## src/rtl/speed_seq_pkg.sv

```systemverilog
// Shared types and helpers for the speed sequencer: FSM states, speed codes,
// schedule entry layout and the speed-code-to-period mapping.
package speed_seq_pkg;

    typedef enum logic [1:0] {
        IDLE,
        LOAD,
        RUN,
        DONE
    } state_t;

    localparam logic [1:0] SPEED_FULL    = 2'b00;
    localparam logic [1:0] SPEED_BASE    = 2'b01;
    localparam logic [1:0] SPEED_HALF    = 2'b10;
    localparam logic [1:0] SPEED_QUARTER = 2'b11;

    typedef struct packed {
        logic [1:0] speed;
        logic [3:0] count;
    } step_t;

    function automatic int unsigned period(input logic [1:0] speed,
                                           input int unsigned clock_frequency);
        case (speed)
            SPEED_FULL:    period = 1;
            SPEED_BASE:    period = clock_frequency;
            SPEED_HALF:    period = 2 * clock_frequency;
            SPEED_QUARTER: period = 4 * clock_frequency;
            default:       period = 1;
        endcase
    endfunction

endpackage

```

## src/rtl/rate_tick.sv

```systemverilog
// Loadable down-counter: ticks when it reaches zero, then reloads the value
// captured by the most recent Load.
module rate_tick #(
    parameter int unsigned WIDTH = 12
) (
    input  logic             ClockIn,
    input  logic             Reset,
    input  logic             Load,
    input  logic [WIDTH-1:0] LoadValue,
    output logic             Pulse
);

    logic [WIDTH-1:0] r_count;
    logic [WIDTH-1:0] r_reload;

    assign Pulse = (r_count == '0);

    always_ff @(posedge ClockIn) begin
        if (Reset) begin
            r_count  <= '0;
            r_reload <= '0;
        end else if (Load) begin
            r_count  <= LoadValue;
            r_reload <= LoadValue;
        end else if (Pulse) begin
            r_count  <= r_reload;
        end else begin
            r_count  <= r_count - 1'b1;
        end
    end

endmodule

```

## src/rtl/speed_sequencer.sv

```systemverilog
// Runs a small (speed, pulse count) schedule through a loadable rate divider
// and counts emitted pulses on a 4-bit display counter.
module speed_sequencer
    import speed_seq_pkg::*;
#(
    parameter int unsigned CLOCK_FREQUENCY = 500,
    parameter int unsigned NUM_STEPS       = 4
) (
    input  logic                         ClockIn,
    input  logic                         Reset,
    input  logic                         Start,
    input  logic                         Abort,
    input  logic                         WrEn,
    input  logic [$clog2(NUM_STEPS)-1:0] WrAddr,
    input  logic [1:0]                   WrSpeed,
    input  logic [3:0]                   WrCount,
    output logic                         Pulse,
    output logic [3:0]                   CounterValue,
    output logic [$clog2(NUM_STEPS)-1:0] Step,
    output logic                         Busy,
    output logic                         Done
);

    localparam int unsigned    SW        = $clog2(NUM_STEPS);
    localparam int unsigned    DW        = $clog2(4 * CLOCK_FREQUENCY) + 1;
    localparam logic [SW-1:0]  LAST_STEP = SW'(NUM_STEPS - 1);

    state_t          r_state;
    state_t          w_next_state;
    step_t           r_table [NUM_STEPS];
    logic [SW-1:0]   r_step;
    logic [3:0]      r_remaining;
    logic [3:0]      r_counter;

    step_t           w_entry;
    logic [DW-1:0]   w_load_value;
    logic            w_tick;
    logic            w_pulse;
    logic            w_div_load;
    logic            w_table_we;
    logic            w_step_zero;
    logic            w_step_inc;
    logic            w_load_remaining;
    logic            w_clear_counter;

    assign w_entry      = r_table[r_step];
    assign w_load_value = DW'(period(w_entry.speed, CLOCK_FREQUENCY) - 1);

    rate_tick #(
        .WIDTH(DW)
    ) u_rate_tick (
        .ClockIn  (ClockIn),
        .Reset    (Reset),
        .Load     (w_div_load),
        .LoadValue(w_load_value),
        .Pulse    (w_tick)
    );

    always_ff @(posedge ClockIn) begin
        if (Reset) begin
            r_state <= IDLE;
        end else begin
            r_state <= w_next_state;
        end
    end

    always_comb begin
        w_next_state     = r_state;
        w_pulse          = 1'b0;
        w_div_load       = 1'b0;
        w_table_we       = 1'b0;
        w_step_zero      = 1'b0;
        w_step_inc       = 1'b0;
        w_load_remaining = 1'b0;
        w_clear_counter  = 1'b0;
        Busy             = 1'b0;
        Done             = 1'b0;

        case (r_state)
            IDLE: begin
                w_table_we = WrEn;
                if (Start && !Abort) begin
                    w_next_state    = LOAD;
                    w_step_zero     = 1'b1;
                    w_clear_counter = 1'b1;
                end
            end
            LOAD: begin
                Busy = 1'b1;
                if (w_entry.count == '0) begin
                    if (r_step == LAST_STEP) begin
                        w_next_state = DONE;
                    end else begin
                        w_step_inc = 1'b1;
                    end
                end else begin
                    w_div_load       = 1'b1;
                    w_load_remaining = 1'b1;
                    w_next_state     = RUN;
                end
            end
            RUN: begin
                Busy    = 1'b1;
                w_pulse = w_tick;
                if (w_tick && (r_remaining == 4'd1)) begin
                    if (r_step == LAST_STEP) begin
                        w_next_state = DONE;
                    end else begin
                        w_next_state = LOAD;
                        w_step_inc   = 1'b1;
                    end
                end
            end
            DONE: begin
                Done         = 1'b1;
                w_next_state = IDLE;
                w_step_zero  = 1'b1;
            end
            default: w_next_state = IDLE;
        endcase

        // Abort overrides sequencing but not the counter update from a same-cycle pulse
        if (Abort && (r_state != IDLE)) begin
            w_next_state = IDLE;
            w_step_zero  = 1'b1;
            w_step_inc   = 1'b0;
        end
    end

    always_ff @(posedge ClockIn) begin
        if (Reset) begin
            r_step      <= '0;
            r_remaining <= '0;
            r_counter   <= '0;
            for (int unsigned i = 0; i < NUM_STEPS; i++) begin
                r_table[i] <= '0;
            end
        end else begin
            if (w_table_we) begin
                r_table[WrAddr] <= step_t'{speed: WrSpeed, count: WrCount};
            end

            if (w_step_zero) begin
                r_step <= '0;
            end else if (w_step_inc) begin
                r_step <= r_step + 1'b1;
            end

            if (w_load_remaining) begin
                r_remaining <= w_entry.count;
            end else if (w_pulse) begin
                r_remaining <= r_remaining - 1'b1;
            end

            if (w_clear_counter) begin
                r_counter <= '0;
            end else if (w_pulse) begin
                r_counter <= r_counter + 1'b1;
            end
        end
    end

    assign Pulse        = w_pulse;
    assign CounterValue = r_counter;
    assign Step         = r_step;

endmodule

```

## config.mk

```make
export PLATFORM = sky130hd
export DESIGN_NAME = speed_sequencer
export DESIGN_NICKNAME = d
export VERILOG_FILES = /design/src/rtl/speed_seq_pkg.sv /design/src/rtl/rate_tick.sv /design/src/rtl/speed_sequencer.sv
export SDC_FILE = /design/constraint.sdc
export NUM_CORES = 1
export LEC_CHECK = 0
export CORE_UTILIZATION = 55
export CTS_BUF_LIST = sky130_fd_sc_hd__clkbuf_8 sky130_fd_sc_hd__clkbuf_16
export DETAILED_ROUTE_END_ITERATION = 16
export GPL_TIMING_DRIVEN = 0
export PLACE_DENSITY_LB_ADDON = 0.3
export SYNTH_ARGS = -nofsm -noshare
export SYNTH_HDL_FRONTEND = slang
export SYNTH_SLANG_ARGS = --single-unit
```

## constraint.sdc

```tcl
create_clock -name ClockIn -period 3.1 [get_ports ClockIn]
set_clock_uncertainty 0.2 [all_clocks]
set_input_delay 0.31 -clock ClockIn [delete_from_list [all_inputs] [get_ports ClockIn]]
set_output_delay 0.31 -clock ClockIn [all_outputs]
set_load 0.01 [all_outputs]
```

# Word level (Yosys, flattened, before mapping)

Memory sizes are Yosys's and may differ from the RTL's. A register that Yosys moved wholly into a read port is not among the register bits.
Index checks and enable logic that the tools add are counted.

Add/sub/neg operators: 5
Equality and inequality tests: 11
Multiplexer cells: 36
Reductions and logical operators: 16

Operators by type and width:

| operator                                                             | count |
|---|---|
| 12-bit case mux with 4 select lines                                  | 1 |
| 12-bit 2-to-1 mux                                                    | 2 |
| 12-bit by 1-bit subtractor with 12-bit output, second input constant | 2 |
| 1-bit 2-to-1 mux                                                     | 19 |
| 2-bit 2-to-1 mux                                                     | 8 |
| 12-bit zero test                                                     | 1 |
| 2-bit == test, second input constant                                 | 5 |
| 4-bit 2-to-1 mux                                                     | 2 |
| 2-bit case mux with 4 select lines                                   | 1 |
| 2-bit OR reduction                                                   | 4 |
| 6-bit 2-to-1 mux                                                     | 1 |
| 6-bit OR reduction                                                   | 1 |
| 4-bit by 1-bit adder with 4-bit output, second input constant        | 1 |
| 2-bit by 1-bit == test with 1-bit output, second input constant      | 2 |
| 4-bit by 1-bit == test with 1-bit output, second input constant      | 1 |
| 2-bit zero test                                                      | 2 |
| 4-bit zero test                                                      | 1 |
| 2-bit != test, second input constant                                 | 2 |
| 1-bit case mux with 2 select lines                                   | 2 |
| 2-bit nonzero test                                                   | 2 |
| 4-bit by 1-bit subtractor with 4-bit output, second input constant   | 1 |
| 1-bit logical AND                                                    | 3 |
| 3-bit != test, second input constant                                 | 1 |
| 3-bit AND reduction                                                  | 1 |
| other kinds (2)                                                      | 2 |

Register bits after elaboration: 36
Bits in writable memories: 24
Input bits: 13
Output and inout port bits: 9
Word-level logic and storage cells: 75
Memories kept: 1

Memory list:

| name    | words | width | read ports | clocked after memory_dff | wr ports | line                  | text |
|---|---|---|---|---|---|---|---|
| r_table | 4     | 6     | 1          | 1                        | 4        | speed_sequencer.sv:30 | `step_t r_table [NUM_STEPS];` |

# Logic depth before layout (Yosys ltp)

Gate-level depths: netlist of the first run.

Word-level depth: 7
Depth in mapped cells: 7
Mapped depth without buffers: 7

# Modules after synthesis

Synthesis of the first run repeated with hierarchy kept, for this count alone.

Cell total of the unflattened synthesis: 315
Area total of the unflattened synthesis: 3253.1 µm²

Modules (own cells, without submodules):

| module          | instances | cells each | area each (µm²) | seq. area each (µm²) |
|---|---|---|---|---|
| speed_sequencer | 1         | 166        | 2015.7          | 1001.0 |
| rate_tick       | 1         | 149        | 1237.4          | 480.5 |

# Least setup slack after synthesis of the first run

OpenSTA, ideal clock, no wires.

Path kind: register -> register
From: register r_remaining[1]
To: register r_step[0] (netlist: Step[0])
Library setup time: 115 ps
Arrival time: 2166 ps
Data required time: 2785 ps
Slack: 619 ps
Cell stages (with the launch flop): 8
Buffers on the path: 0
Clock period less this slack: 2481 ps
Cells stage by stage: dfxtp_1 -> inv_1 -> ha_1 -> or3b_2 -> or4b_2 -> nor4_1 -> o21ai_0 -> and3_1

Cells in the longest elaborated chain, start to end: 5

RTL lines:

| item                                     | line                   | text |
|---|---|---|
| start, declared                          | speed_sequencer.sv:32  | `logic [3:0] r_remaining;` |
| start signal, assigned                   | speed_sequencer.sv:150 | `r_remaining <= w_entry.count;` |
| start signal, assigned                   | speed_sequencer.sv:152 | `r_remaining <= r_remaining - 1'b1;` |
| 4-bit by 1-bit == test with 1-bit output | speed_sequencer.sv:105 | `if (w_tick && (r_remaining == 4'd1)) begin` |
| 1-bit logical AND                        | speed_sequencer.sv:105 |  |
| 1-bit 2-to-1 mux                         | speed_sequencer.sv:105 |  |
| 1-bit case mux with 2 select lines       | speed_sequencer.sv:79  | `case (r_state)` |
| 1-bit 2-to-1 mux                         | speed_sequencer.sv:123 | `if (Abort && (r_state != IDLE)) begin` |
| end signal, assigned                     | speed_sequencer.sv:146 | `r_step <= r_step + 1'b1;` |
| end, declared                            | speed_sequencer.sv:31  | `logic [SW-1:0] r_step;` |

Every way passes these cells.
A chain may end at the register's enable or synchronous reset.

# Worst setup path in the final report of the first run

From: register u_rate_tick.r_count[6]
To: output port Pulse

Cells in the longest elaborated chain, start to end: 2

RTL lines:

| item                   | line                  | text |
|---|---|---|
| start, declared        | rate_tick.sv:13       | `logic [WIDTH-1:0] r_count;` |
| start signal, assigned | rate_tick.sv:23       | `r_count <= LoadValue;` |
| start signal, assigned | rate_tick.sv:26       | `r_count <= r_reload;` |
| start signal, assigned | rate_tick.sv:28       | `r_count <= r_count - 1'b1;` |
| 12-bit zero test       | rate_tick.sv:16       | `assign Pulse = (r_count == '0);` |
| 1-bit 2-to-1 mux       | speed_sequencer.sv:79 |  |
| end, declared          | speed_sequencer.sv:17 | `output logic Pulse,` |

Every way passes these cells.

==> results of run 1 <==
cells by family (layout without fill, tap and decap cells):
group / count (synthesis) / count (layout) / synth area share, %
AO/OA/AOI/OAI: 63 / 63 / 14.4
XOR/XNOR: 11 / 11 / 3.28
adder cells (fa/ha/maj): 14 / 14 / 5.96
buffers and inverters: 25 / 64 / 3.62
flip-flops: 57 / 57 / 47.0
multiplexers: 7 / 7 / 4.94
AND/OR/NAND/NOR: 109 / 109 / 20.8
sequential cells by signal, summed over array words and instances (netlist names), named ones only:
register,count
r_state,2
Step,2
r_remaining,4
u_rate_tick.r_count,12
u_rate_tick.r_reload,7
r_table,24
CounterValue,4
metrics by stage:
| stage | instance area (um2) | util (%) |
|---|---|---|
| 6_report | 3440 | 66.9 |
| 5_1_grt | 3440 | 66.9 |
| 4_1_cts | 3420 | 66.6 |
| 3_5_place_dp | 3240 | 63.0 |
| 3_3_place_gp | 3240 | 63.0 |
| 2_1_floorplan | 2940 | - |
final timing paths:
kind                            slack (ns)                      end               startpoint
worst max-delay path                  0.10                    Pulse   u_rate_tick.r_count[6]
worst min-delay path                  0.25  u_rate_tick.r_reload[9]  u_rate_tick.r_reload[9]
worst min register to register        0.25  u_rate_tick.r_reload[9]  u_rate_tick.r_reload[9]
worst max register to register        0.35   u_rate_tick.r_count[6]                flip-flop
where the power goes:
| part | internal, mW | switching, mW | leakage, nW |
|---|---|---|---|
| registers | 0.910 | 0.104 | 0.519 |
| clock network | 0.324 | 0.284 | 0.101 |
| logic | 0.493 | 0.641 | 0.683 |
| total | 1.73 | 1.03 | 1.30 |
cell usage in the layout (no fill, tap or decap), types with 4 or more instances in the layout:
master,n
dfxtp_1,33
nand2_1,19
or3_1,4
a21oi_1,21
ha_1,14
nor3b_1,5
clkdlybuf4s50_1,21
nand2b_1,6
edfxtp_1,24
o21ai_0,14
nor4_1,4
clkbuf_1,5
and2_1,25
buf_2,4
xnor2_1,6
inv_1,16
nor3_1,4
or2_2,4
clkbuf_8,11
mux4_2,6
nor2_1,19
xor2_1,5
layer usage:
layer | vias to the layer above | wire (um) | global-route usage [%]
met4 | 0 | 72 | 12.6
met5 | - | 0 | 0
met3 | 7 | 253 | 5.89
li1 | 1116 | - | -
met1 | 1069 | 2530 | 29.1
met2 | 58 | 3090 | 42.6
worst min-delay path, delay by kind of cell (launching register included):
family           cells  cell delay (ns)
AND/OR/NAND/NOR      1             0.05
AO/OA/AOI/OAI        1             0.05
flip-flops           1             0.31
cell type report:
cell class                      instances  area (um2)  area share, %
Multi-Input combinational cell        204        1460           42.5
Sequential cell                        57        1380           40.1
Timing Repair Buffer                   24         233           6.76
Clock buffer                           11         151           4.40
Tap cell                               70        87.6           2.55
Inverter                               14        52.6           1.53
Buffer                                 10        50.0           1.45
Clock inverter                          5        22.5          0.655
repair_timing:
| item | 4_1_cts | 5_1_grt |
|---|---|---|
| pin swaps | 0 | 1 |
| endpoints found under the setup margin | 1 | 1 |
| endpoints found under the hold margin | 0 | 0 |
| setup buffers | 0 | 3 |
| gates resized for setup | 2 | 0 |
| gates cloned | 0 | 0 |
==> metrics, run 1 <==
status=complete, no violations; Post-CTS Hold Fix Bufs=0; Die Width=75.1 um; core area=5140 um2; unrepaired setup endpoints after global routing=no; # DRC=0; worst slack at placement=0.196 ns; largest fanout on the critical path=7; Synth area leaders=edfxtp_1, dfxtp_1, ha_1; initial DRC count=135; gr usage total=24.8%; Initial Util=57.2%; CP startpoint kind=flip-flop; DR pass1 iterations=4; CP arrival=2.49 ns; Slowest-stage cell, CP=or4_4; area leader, netlist=edfxtp_1; setup violators final=0; die height=75.1 um; worst-skew pair later-pin latency=0.33 ns; Port Buf Inserts=21; Levels on crit path=5; first-pass GRT wire length=10.1 mm; max_cap viols=0; non-filler cells, final=395; Worst Path Required=2.59 ns; class of the worst hold path=reg -> reg; post-synthesis cell area=2940 um2; hold-critical path depth=2; DRT antenna net count=0; post-detail-place hpwl=4.26 mm; number of buffers created by CTS=9; critical path class=reg -> out; CTS tree=built; #FFs+latches synth=57; Cells after Synth=286; Die ar.=5640 um2; grt total ovfl=0; CP Buf/Inv Count=2; final net count=347; Slew Limit Fails=0; vias in the first global route=2241; Rows=26; WL per Instance=15.1 um; WL final=5.95 mm; via/cell ratio=5.70; peak supply drop=0.390 mV; CP max stage delay=0.58 ns; worst slew pin tran=0.766 ns; Highest Clock Rate=334 MHz; Num Clock Sinks=57; R2R depth=7; EDFF count, synth=24; final hold violation count=0; Synth top cells by count=dfxtp_1, and2_1, edfxtp_1; setup TNS=0 ns; Slew headroom=48.8%; Most used DFF post-synth=dfxtp_1; critical path cell sequence=or4_4 -> nor3_4 -> nand3_2 -> inv_1 -> clkdlybuf4s50_1; synth-to-layout area growth=17.1%; count of different cell masters after synthesis=53; clock buffer depth=2; CTS Root Buffer Type=clkbuf_8; Fin Hold WS=0.255 ns; Clk pin slew, worst setup/hold paths=0.07 ns; Ports=22; crit end category=primary output; fillcell total=432; share of layout cells above drive strength 1=12.3%; fin crit share=96.7%; largest net degree at the start of global routing=11; delay-heaviest family, CP=simple AND/OR/NAND/NOR gates; initial antenna violation count=0; GPL Wtd Cong=0.817; Inserted Diodes=0; Syn Area/Cell=10.3 um2; register area share after synthesis=47.0%; P_leak=1.30 nW; Tmin final=3.00 ns; area share of the largest cell type after synthesis=24.5%; Power Dens Cells=800 nW/um2; Post-Syn Nets=313; Yosys warning count=0; Pwr Total=2.75 mW; Inst Count DP=377; setup ws final=0.103 ns; H-tree depth=3; FFs w/ async S/R, synth=0%; most frequent cell after synthesis=dfxtp_1; Via Count=2250
(Power assumes the default switching activity.)
==> inputs of run 2 (changes only) <==
--- a/config.mk
+++ b/config.mk
@@ -5,10 +5,8 @@
 export SDC_FILE = /design/constraint.sdc
 export NUM_CORES = 1
 export LEC_CHECK = 0
-export CORE_UTILIZATION = 55
-export CTS_BUF_LIST = sky130_fd_sc_hd__clkbuf_8 sky130_fd_sc_hd__clkbuf_16
+export CORE_UTILIZATION = 58
 export DETAILED_ROUTE_END_ITERATION = 16
-export GPL_TIMING_DRIVEN = 0
 export PLACE_DENSITY_LB_ADDON = 0.3
 export SYNTH_ARGS = -nofsm -noshare
 export SYNTH_HDL_FRONTEND = slang
==> metrics, run 2 (synthesized netlist as in run 1, its figures left out) <==
Pwr Total=2.83 mW (+2.8%); reg2reg start=r_remaining[1]; worst slack at placement=0.430 ns (+0.234 ns); Post-CTS Setup Inserts=0 (unchanged); GPL Wtd Cong=0.790 (-3.4%); vias in the first global route=2127 (-5.1%); class of the worst hold path=reg -> reg; max reg flops=24 (unchanged); Num Clock Sinks=57 (unchanged); Slew Limit Fails=0 (unchanged); Highest Clock Rate=338 MHz (+1.3%); fin crit share=95.4% (-1.2 points); CTS tree=built; number of buffers created by CTS=9 (unchanged); WL per Instance=15.1 um (+0.30%); commonest cells after routing, fill and taps aside=dfxtp_1, and2_1, edfxtp_1; initial antenna violation count=0 (unchanged); clock buffer depth=2 (unchanged); CP arrival=2.45 ns (-0.04 ns); DRT antenna net count=0 (unchanged); Power Dens Cells=820 nW/um2 (+2.4%); Inserted Diodes=0 (unchanged); worst-skew pair later-pin latency=0.34 ns (about the same); via/cell ratio=5.82 (+2.1%); H-tree depth=3 (unchanged); share of layout cells above drive strength 1=12.0% (-0.32 points); peak supply drop=0.385 mV (-1.3%); final hold violation count=0 (unchanged); cell area after layout=3450 um2 (+0.36%); Post-CTS Hold Fix Bufs=0 (unchanged); largest net degree at the start of global routing=34 (+23); die height=73.2 um (-2.6%); largest registers=r_table (24), u_rate_tick.r_count (12), u_rate_tick.r_reload (7); max_cap viols=0 (unchanged); final net count=339 (-2.3%); Post-CTS Resized=0 (-2); largest fanout on the critical path=8 (+1); first-pass GRT wire length=9.72 mm (-4.0%); worst slew pin tran=0.756 ns (-0.00943 ns); setup ws final=0.141 ns (+0.0385 ns); CTS Root Buffer Type=clkbuf_8; Tmin final=2.96 ns (-0.0385 ns); CP startpoint kind=flip-flop; # DRC=0 (unchanged); grt total ovfl=0 (unchanged); P_leak=1.30 nW (about the same); Area after DPL=3240 um2 (unchanged); initial DRC count=233 (+73%); Clk pin slew, worst setup/hold paths=0.06 ns (about the same); DR pass1 iterations=4 (unchanged); synth-to-layout area growth=17.5%; setup violators final=0 (unchanged); core area=4790 um2 (-6.9%); critical path class=reg -> out; WL final=5.80 mm (-2.5%); Die ar.=5350 um2 (-5.0%); status=complete, no violations; Port Buf Inserts=21 (unchanged); hold-critical path depth=2 (unchanged); unrepaired setup endpoints after global routing=no; Ports=22 (unchanged); Worst Path Required=2.59 ns (about the same); setup TNS=0 ns (unchanged); Initial Util=61.4% (+4.2 points); hold path endpoint=u_rate_tick.r_reload[9]; Reg2Reg Setup Slack=0.39 ns (+0.04 ns); Via Count=2233 (-0.76%); R2R depth=7 (unchanged); gr usage total=24.8% (about the same); Rows=25 (-3.8%); commonest non-fill, non-tap cell in the layout=dfxtp_1; Die Width=73.2 um (-2.6%); Slew headroom=49.5% (+0.63 points); Hold Crit Start=u_rate_tick.r_reload[9]; Reg with most FFs=r_table; post-detail-place hpwl=4.09 mm (-4.0%); crit end category=primary output
-- run 2: critical path, cell delays in order, from the launching register on --
cell             delay, ns
dfxtp_1               0.36
nor4_1                0.50
and2_1                0.40
nand3_2               0.22
inv_1                 0.10
clkdlybuf4s50_1       0.53
-- run 2: through the flow --
stage	cells	utilization [%]	hold WS (ns)
5_1_grt	384	72.2	0.266
3_5_place_dp	368	67.6	0.244
2_1_floorplan	286	-	0.233
6_report	384	72.2	0.255
4_1_cts	384	72.2	0.253
3_3_place_gp	368	67.6	0.243
-- run 2: power by group --
part	switching (mW)	internal [mW]	leakage [nW]	total [mW]
sequential	0.105	0.910	0.519	1.02
combinational	0.620	0.454	0.672	1.07
clock	0.285	0.458	0.113	0.743
-- run 2: worst max path at each step --
stage | startpoint | endpoint | cells after the start
4_1_cts | u_rate_tick.r_count[2] | Pulse | 5
3_3_place_gp | r_remaining[1] | flip-flop | 7
5_1_grt | u_rate_tick.r_count[2] | Pulse | 5
3_5_place_dp | r_remaining[1] | flip-flop | 7
6_report | u_rate_tick.r_count[2] | Pulse | 5
2_1_floorplan | r_remaining[1] | Step[0] | 7
-- run 2: metal layers --
| layer | up-vias | track usage, % | wire length, um |
|---|---|---|---|
| met5 | - | 0 | 0 |
| met4 | 0 | 14.4 | 150 |
| met3 | 16 | 5.25 | 225 |
| met2 | 73 | 41.2 | 2890 |
| met1 | 1050 | 29.9 | 2540 |
| li1 | 1094 | - | - |
-- run 2: area by class of cell --
type	instances	area [um2]
fillers	374	1330
clock inverters	2	35.0
well taps	67	83.8
repair buffers	26	260
multi-input cells	204	1460
inverters	14	52.6
flip-flops and latches	57	1380
clock buffers	14	183
==> inputs of run 3 (changes only) <==
--- a/config.mk
+++ b/config.mk
@@ -6,6 +6,7 @@
 export NUM_CORES = 1
 export LEC_CHECK = 0
 export CORE_UTILIZATION = 58
+export CTS_CLUSTER_SIZE = 12
 export DETAILED_ROUTE_END_ITERATION = 16
 export PLACE_DENSITY_LB_ADDON = 0.3
 export SYNTH_ARGS = -nofsm -noshare
==> results of run 3 <==
No change in the layout: final DEF, timing and power equal those of run 2.
